File: config.mk
export PLATFORM = sky130hd
export DESIGN_NAME = ysyx_22041071_axi_rd_arb
export DESIGN_NICKNAME = d
export VERILOG_FILES = /design/src/rtl/ysyx_22041071_axi_rd_arb_pkg.sv /design/src/rtl/ysyx_22041071_axi_rd_arb_rr_arb2.sv /design/src/rtl/ysyx_22041071_axi_rd_arb.sv
export SDC_FILE = /design/constraint.sdc
export NUM_CORES = 1
export LEC_CHECK = 0
export ABC_CLOCK_PERIOD_IN_PS = 1800
export CORE_AREA = 4 4 169 171
export CTS_CLUSTER_SIZE = 40
export DETAILED_ROUTE_END_ITERATION = 8
export DIE_AREA = 0 0 173 175
export GPL_TIMING_DRIVEN = 0
export PLACE_DENSITY = 0.48
export SLEW_MARGIN = 5
export SYNTH_ARGS = -nofsm -noshare
export SYNTH_HDL_FRONTEND = slang
export SYNTH_SLANG_ARGS = --single-unit
File: constraint.sdc
create_clock -name clk -period 1.8 [get_ports clk]
set_input_delay 0.18 -clock clk [delete_from_list [all_inputs] [get_ports clk]]
set_output_delay 0.18 -clock clk [all_outputs]
set_load 0.005 [all_outputs]
File: src/rtl/ysyx_22041071_axi_rd_arb_pkg.sv
// Shared definitions for the IFU/LSU read arbiter: port IDs, FSM states,
// AXI response codes and default widths.
package ysyx_22041071_axi_rd_arb_pkg;

   localparam int ADDR_W_DEF = 64;
   localparam int DATA_W_DEF = 64;
   localparam int LEN_W_DEF  = 8;
   localparam int ID_W_DEF   = 4;

   // Requester index doubles as the AXI ID issued to the engine
   localparam logic PORT_IF = 1'b0;
   localparam logic PORT_LS = 1'b1;

   localparam logic [1:0] RESP_OKAY   = 2'b00;
   localparam logic [1:0] RESP_SLVERR = 2'b10;

   typedef enum logic [1:0] {
      ST_IDLE  = 2'd0,
      ST_ISSUE = 2'd1,
      ST_DATA  = 2'd2
   } state_t;

endpackage

File: src/rtl/ysyx_22041071_axi_rd_arb_rr_arb2.sv
// Two-way round-robin pick: a lone requester always wins, a tie goes to
// the port that did not win last time.
module ysyx_22041071_rr_arb2
   import ysyx_22041071_axi_rd_arb_pkg::*;
(
   input  logic [1:0] req,
   input  logic       last_gnt,
   output logic       gnt_vld,
   output logic       gnt
);

   // Winner index; only meaningful while gnt_vld is high
   always_comb begin
      gnt_vld = |req;
      if (&req) gnt = ~last_gnt;
      else      gnt = req[PORT_LS] ? PORT_LS : PORT_IF;
   end

endmodule

File: src/rtl/ysyx_22041071_axi_rd_arb.sv
// Shares one AXI read engine between IFU (port 0) and LSU (port 1).
// One transaction in flight; returned beats are steered to the granted port
// with no added latency.
module ysyx_22041071_axi_rd_arb
   import ysyx_22041071_axi_rd_arb_pkg::*;
#(
   parameter int ADDR_W = ADDR_W_DEF,
   parameter int DATA_W = DATA_W_DEF,
   parameter int LEN_W  = LEN_W_DEF,
   parameter int ID_W   = ID_W_DEF
) (
   input  logic              clk,
   input  logic              reset_n,
   input  logic              if_valid,
   input  logic [ADDR_W-1:0] if_addr,
   input  logic [1:0]        if_size,
   input  logic [LEN_W-1:0]  if_len,
   output logic              if_ready,
   output logic              if_rvalid,
   output logic [DATA_W-1:0] if_rdata,
   output logic [1:0]        if_rresp,
   output logic              if_rlast,
   input  logic              ls_valid,
   input  logic [ADDR_W-1:0] ls_addr,
   input  logic [1:0]        ls_size,
   input  logic [LEN_W-1:0]  ls_len,
   output logic              ls_ready,
   output logic              ls_rvalid,
   output logic [DATA_W-1:0] ls_rdata,
   output logic [1:0]        ls_rresp,
   output logic              ls_rlast,
   output logic              m_ar_valid,
   input  logic              m_ar_ready,
   output logic [ID_W-1:0]   m_id,
   output logic [ADDR_W-1:0] m_addr,
   output logic [1:0]        m_size,
   output logic [LEN_W-1:0]  m_len,
   input  logic              m_r_valid,
   input  logic [DATA_W-1:0] m_r_data,
   input  logic [1:0]        m_r_resp,
   output logic              spurious_o
);

   state_t            state, state_nx;
   logic              grant, last_gnt;
   logic [LEN_W-1:0]  beat_cnt;
   logic              arb_vld, arb_gnt;
   logic              accept, handshake, beat, last_beat;

   ysyx_22041071_rr_arb2 u_arb (
      .req      ({ls_valid, if_valid}),
      .last_gnt (last_gnt),
      .gnt_vld  (arb_vld),
      .gnt      (arb_gnt)
   );

   assign accept    = (state == ST_IDLE) && arb_vld;
   assign handshake = (state == ST_ISSUE) && m_ar_ready;
   assign beat      = (state == ST_DATA) && m_r_valid;
   // Compare before increment so len = all-ones never needs a wider counter
   assign last_beat = beat && (beat_cnt == m_len);

   // Next-state logic for the IDLE -> ISSUE -> DATA -> IDLE cycle
   always_comb begin
      state_nx = state;
      case (state)
         ST_IDLE:  if (arb_vld)    state_nx = ST_ISSUE;
         ST_ISSUE: if (m_ar_ready) state_nx = ST_DATA;
         ST_DATA:  if (last_beat)  state_nx = ST_IDLE;
         default:                  state_nx = ST_IDLE;
      endcase
   end

   // State, request latch, beat counter and sticky spurious-beat flag
   always_ff @(posedge clk) begin
      if (!reset_n) begin
         state      <= ST_IDLE;
         grant      <= PORT_IF;
         last_gnt   <= PORT_IF;
         beat_cnt   <= '0;
         m_addr     <= '0;
         m_size     <= '0;
         m_len      <= '0;
         spurious_o <= 1'b0;
      end else begin
         state <= state_nx;
         if (accept) begin
            grant  <= arb_gnt;
            m_addr <= (arb_gnt == PORT_LS) ? ls_addr : if_addr;
            m_size <= (arb_gnt == PORT_LS) ? ls_size : if_size;
            m_len  <= (arb_gnt == PORT_LS) ? ls_len  : if_len;
         end
         if (handshake) begin
            last_gnt <= grant;
            beat_cnt <= '0;
         end else if (beat) begin
            beat_cnt <= beat_cnt + 1'b1;
         end
         // Beats outside DATA are dropped but remembered for debug
         if (m_r_valid && (state != ST_DATA)) spurious_o <= 1'b1;
      end
   end

   assign m_id = {{(ID_W-1){1'b0}}, grant};

   // Request handshake and response demux; held quiet while reset is low
   always_comb begin
      m_ar_valid = reset_n && (state == ST_ISSUE);
      if_ready   = reset_n && accept && (arb_gnt == PORT_IF);
      ls_ready   = reset_n && accept && (arb_gnt == PORT_LS);
      if_rvalid  = reset_n && beat && (grant == PORT_IF);
      ls_rvalid  = reset_n && beat && (grant == PORT_LS);
      if_rdata   = if_rvalid ? m_r_data : '0;
      if_rresp   = if_rvalid ? m_r_resp : 2'b00;
      if_rlast   = if_rvalid && last_beat;
      ls_rdata   = ls_rvalid ? m_r_data : '0;
      ls_rresp   = ls_rvalid ? m_r_resp : 2'b00;
      ls_rlast   = ls_rvalid && last_beat;
   end

endmodule

### After elaboration in Yosys (flattened, before gate mapping)

Index checks and enable logic that the tools add are counted.

* output and inout port bits: 218
* logic and storage cells: 52
* input bits: 220
* flip-flop bits (word level): 87

* reduce and logical (&&, ||, !) cells: 19
* eq/ne operators: 7
* multiplexer cells: 13
* add/sub/neg operators: 1
* bitwise gates (word level): 4

Operators by type and width (number)
* 2-to-1 mux 64 bit: 3
* logical AND 1 bit: 14
* 2-to-1 mux 2 bit: 6
* adder 8 x 1 -> 8 bit, second input constant: 1
* equality test 8 bit: 1
* 2-to-1 mux 8 bit: 1
* != test 2 bit, second input constant: 4
* case mux 2 bit (3 select lines): 1
* NOT 1 bit: 4
* OR reduction 2 bit: 2
* AND reduction 3 bit: 1
* equality test 2 x 1 -> 1 bit, second input constant: 1
* equality test 2 bit, second input constant: 1
* zero test 2 bit: 1
* 2-to-1 mux 1 bit: 2
* AND reduction 2 bit: 1

### Logic depth before layout (Yosys ltp)

* depth after elaboration: 5
* mapped depth: 7
* depth with buffers taken out: 4

### Cells and area by module

From an unflattened synthesis, not the netlist that was laid out.

* cell total of the unflattened synthesis: 563
* area total of the unflattened synthesis: 5106.1 sq um

By module, submodules not included
* ysyx_22041071_axi_rd_arb: cells each 561, area an instance 5092.4 sq um, seq. area each 1741.7 sq um, instances 1
* ysyx_22041071_rr_arb2: cells each 2, area an instance 13.8 sq um, seq. area each 0.0 sq um, instances 1

### Least setup slack after synthesis

OpenSTA, ideal clock, no wires.

* path kind: flip-flop to output port
* from: register state[1]
* to: output if_rdata[25]
* data arrival time: 1.327 ns
* stages on the path, launching flop included: 7
* path buffers: 2
* path slack: 0.293 ns
* path through: dfxtp_1 -> nand3b_4 -> or3_1 -> inv_2 -> buf_6 -> buf_6 -> and2_1

* word-level cells in the longest chain between the ends: 5

RTL lines
* start, declared: RTL line ysyx_22041071_axi_rd_arb.sv:44 `state_t state, state_nx;`
* start signal, assigned: RTL line ysyx_22041071_axi_rd_arb.sv:86 `state <= state_nx;`
* equality test 2 bit: RTL line ysyx_22041071_axi_rd_arb.sv:59 `assign beat = (state == ST_DATA) && m_r_valid;`
* logical AND 1 bit: RTL line ysyx_22041071_axi_rd_arb.sv:59
* logical AND 1 bit (2 in a row): RTL line ysyx_22041071_axi_rd_arb.sv:111 `if_rvalid = reset_n && beat && (grant == PORT_IF);`
* 2-to-1 mux 64 bit: RTL line ysyx_22041071_axi_rd_arb.sv:113 `if_rdata = if_rvalid ? m_r_data : '0;`
* end, declared: RTL line ysyx_22041071_axi_rd_arb.sv:20 `output logic [DATA_W-1:0] if_rdata,`

No other way between the ends.

### Worst setup path in the final report

* from: register state[0]
* to: output if_rdata[44]

The elaborated chain is that of the path after synthesis.

==> metrics.txt <==
status=finished with violations; failing checks=negative setup slack; TritonCTS clock tree=built; vias in the first global route=6467; clock skew=0.00766 ns; DR pass1 iterations=4; antenna-violating nets left=0; fraction of layout cells with a size suffix above 1=0.348; Final period util=1.15; Syn Std Cell Area=5050 um2; number of flops mapped to enable cells by yosys=0; cts bufs inserted=9; Area Overhead vs Synth=121%; endpoint class of the critical path=primary output; CTS root buf=clkbuf_16; maximum VDD drop=0.000521 V; vias per cell=4.30; PnR worst setup slack=-0.273 ns; die area=30300 um2; routed wire length=30.0 mm; Worst Path Class, Setup=reg2out; first-pass GRT wire length=42.8 mm; remaining global-route overflow=0; Main synth FF type=dfxtp_1; total negative slack=-16.81 ns; startpoint types=register; RSZ-0062 raised after global routing=true; Max Slew Vio Count=0; hold-fix buffers at CTS=0; initial antenna violation count=9; Initial Utilization=0.188; FMAX=482 MHz; Area after DPL=9830 um2; Std-Cell Rows=60; CTS H-Tree Depth=3; yosys warns=0; Die H=175 um; initial detailed-routing violation count=218; Yosys cell types=38; TritonCTS Sinks=87; register area share after synthesis=0.345; IO buf count=434; Clock Pin Slew Worst Setup and Hold Paths=0.07 ns; nets=1290; Residual DRC=0; worst-path maximum fanout=5; headroom to the max-slew limit=0.586; crit path DAT=1.89 ns; HP Class=in2reg; Max-Cap Viols=0; Design Area, Final=11200 um2; Routed WL per cell=21.1 um; hpwl dp=24.4 mm; routability congestion estimate=0.751; largest net degree at the start of global routing=16; core box area=26900 um2; Lkg Pwr=4.77 nW; Final Hold Viols=0; PwrDens=600 nW/um2; Post-Syn Instances=573; ys async rst share=0; # IOs=438; setup violators final=121; gr usage total=0.188; clock buffer depth=2; Worst Max-Slew Pin Slew=0.620 ns; via count=6121; Die X=173 um; number of synthesized register bits=87; Avg Cell Area, Syn=8.82 um2; worst endpoint required time=1.62 ns; clk_lat worst skew=0.34 ns; min Tclk post-route=2.07 ns
==> critical path: stages, from the launching register on <==
cell	delay [ns]
dfxtp_4	0.35
nand3b_4	0.15
or3_4	0.38
inv_8	0.09
buf_8	0.11
buf_6	0.12
buf_6	0.11
and2_4	0.15
buf_6	0.09
==> cell usage after synthesis, types with 3 or more instances <==
library cell / instances / area, um2
and2_1: 133 / 832
dfxtp_1: 87 / 1740
a21oi_1: 82 / 410
mux2i_1: 75 / 751
a211oi_1: 71 / 533
clkbuf_1: 28 / 105
buf_2: 14 / 70.1
buf_6: 9 / 101
xnor2_1: 9 / 78.8
buf_4: 7 / 52.6
nand2_1: 6 / 22.5
nor2_1: 5 / 18.8
nand4_1: 4 / 25.0
or3_1: 4 / 25.0
a211oi_2: 3 / 37.5
clkbuf_2: 3 / 15.0
inv_2: 3 / 11.3
o21ai_0: 3 / 15.0
==> placed cells by master, fill, tap and decap left out, types with 12 or more instances in the layout <==
master | Yosys | routed
buf_4 | 7 | 29
dfxtp_1 | 87 | 76
clkdlybuf4s50_1 | 0 | 293
a21oi_1 | 82 | 82
mux2i_1 | 75 | 74
clkbuf_1 | 28 | 17
buf_6 | 9 | 131
and2_1 | 133 | 33
a211oi_1 | 71 | 71
clkbuf_16 | 0 | 12
buf_2 | 14 | 39
buf_8 | 0 | 14
and2_4 | 0 | 100
==> metal layers <==
layer	track usage	share of wire	routed length (um)
met3	0.0658	0.076	2290
met2	0.379	0.56	17000
met1	0.174	0.33	9990
met5	0	0.00043	13
met4	0.0648	0.026	781
==> worst paths after layout <==
kind / start / to / slack [ns] / cells past startpoint
max: state[0] / if_rdata[44] / -0.27 / 8
min: reset_n / grant / 0.35 / 2
max reg2reg: state[1] / m_addr[23] / 0.13 / 6
min reg2reg: spurious_o / spurious_o / 0.48 / 2
==> kinds of logic (layout without fill, tap and decap cells) <==
logic type               after synthesis  count (layout)  share of synthesized area
AND/OR/NAND/NOR                      168             168                      0.207
XOR/XNOR                              10              10                     0.0173
flip-flops                            87              87                      0.345
AO/OA/AOI/OAI                        166             166                      0.208
adder cells (fa/ha/maj)                1               1                    0.00248
multiplexers                          75              75                      0.149
buffers and inverters                 65             564                     0.0711
other                                  1              11                   0.000742
==> power breakdown <==
part / switching, mW / internal [mW]
registers: 0.165 / 2.19
logic: 0.976 / 1.41
clock network: 0.839 / 1.13
total: 1.98 / 4.73
==> metrics by stage <==
stage	util	setup WS, ns	instances	hold WS (ns)	total power, mW
2_1_floorplan	-	0.293	575	0.298	3.22
3_3_place_gp	0.366	-1.06	1350	0.462	4.63
3_5_place_dp	0.366	-1.10	1350	0.461	4.63
4_1_cts	0.397	-0.322	1416	0.334	6.79
5_1_grt	0.416	-0.334	1421	0.368	7.09
6_report	0.416	-0.273	1423	0.351	6.71
==> cell type report <==
cell class                 instances  area [um2]
tap                              341         427
sequential                        87        1770
timing repair buffer             488        4880
clock inverter                     6        68.8
antenna                            8        20.0
fill                            2755       15700
multi-input combinational        423        3280
buffer                            56         469
inverter                           4        30.0
clock buffer                      10         239
==> timing repair <==
item	in CTS	in global routing
endpoints found under the setup margin	185	197
setup buffers	43	10
pin swaps	51	29
gates resized for setup	735	167
gates cloned	10	0
==> registers in the layout (all words and copies together), names as in the netlist <==
name	count
m_len	8
spurious_o	1
state	2
last_gnt	1
grant	1
m_addr	64
m_size	2
beat_cnt	8
Power figures use the tool's default switching activity.
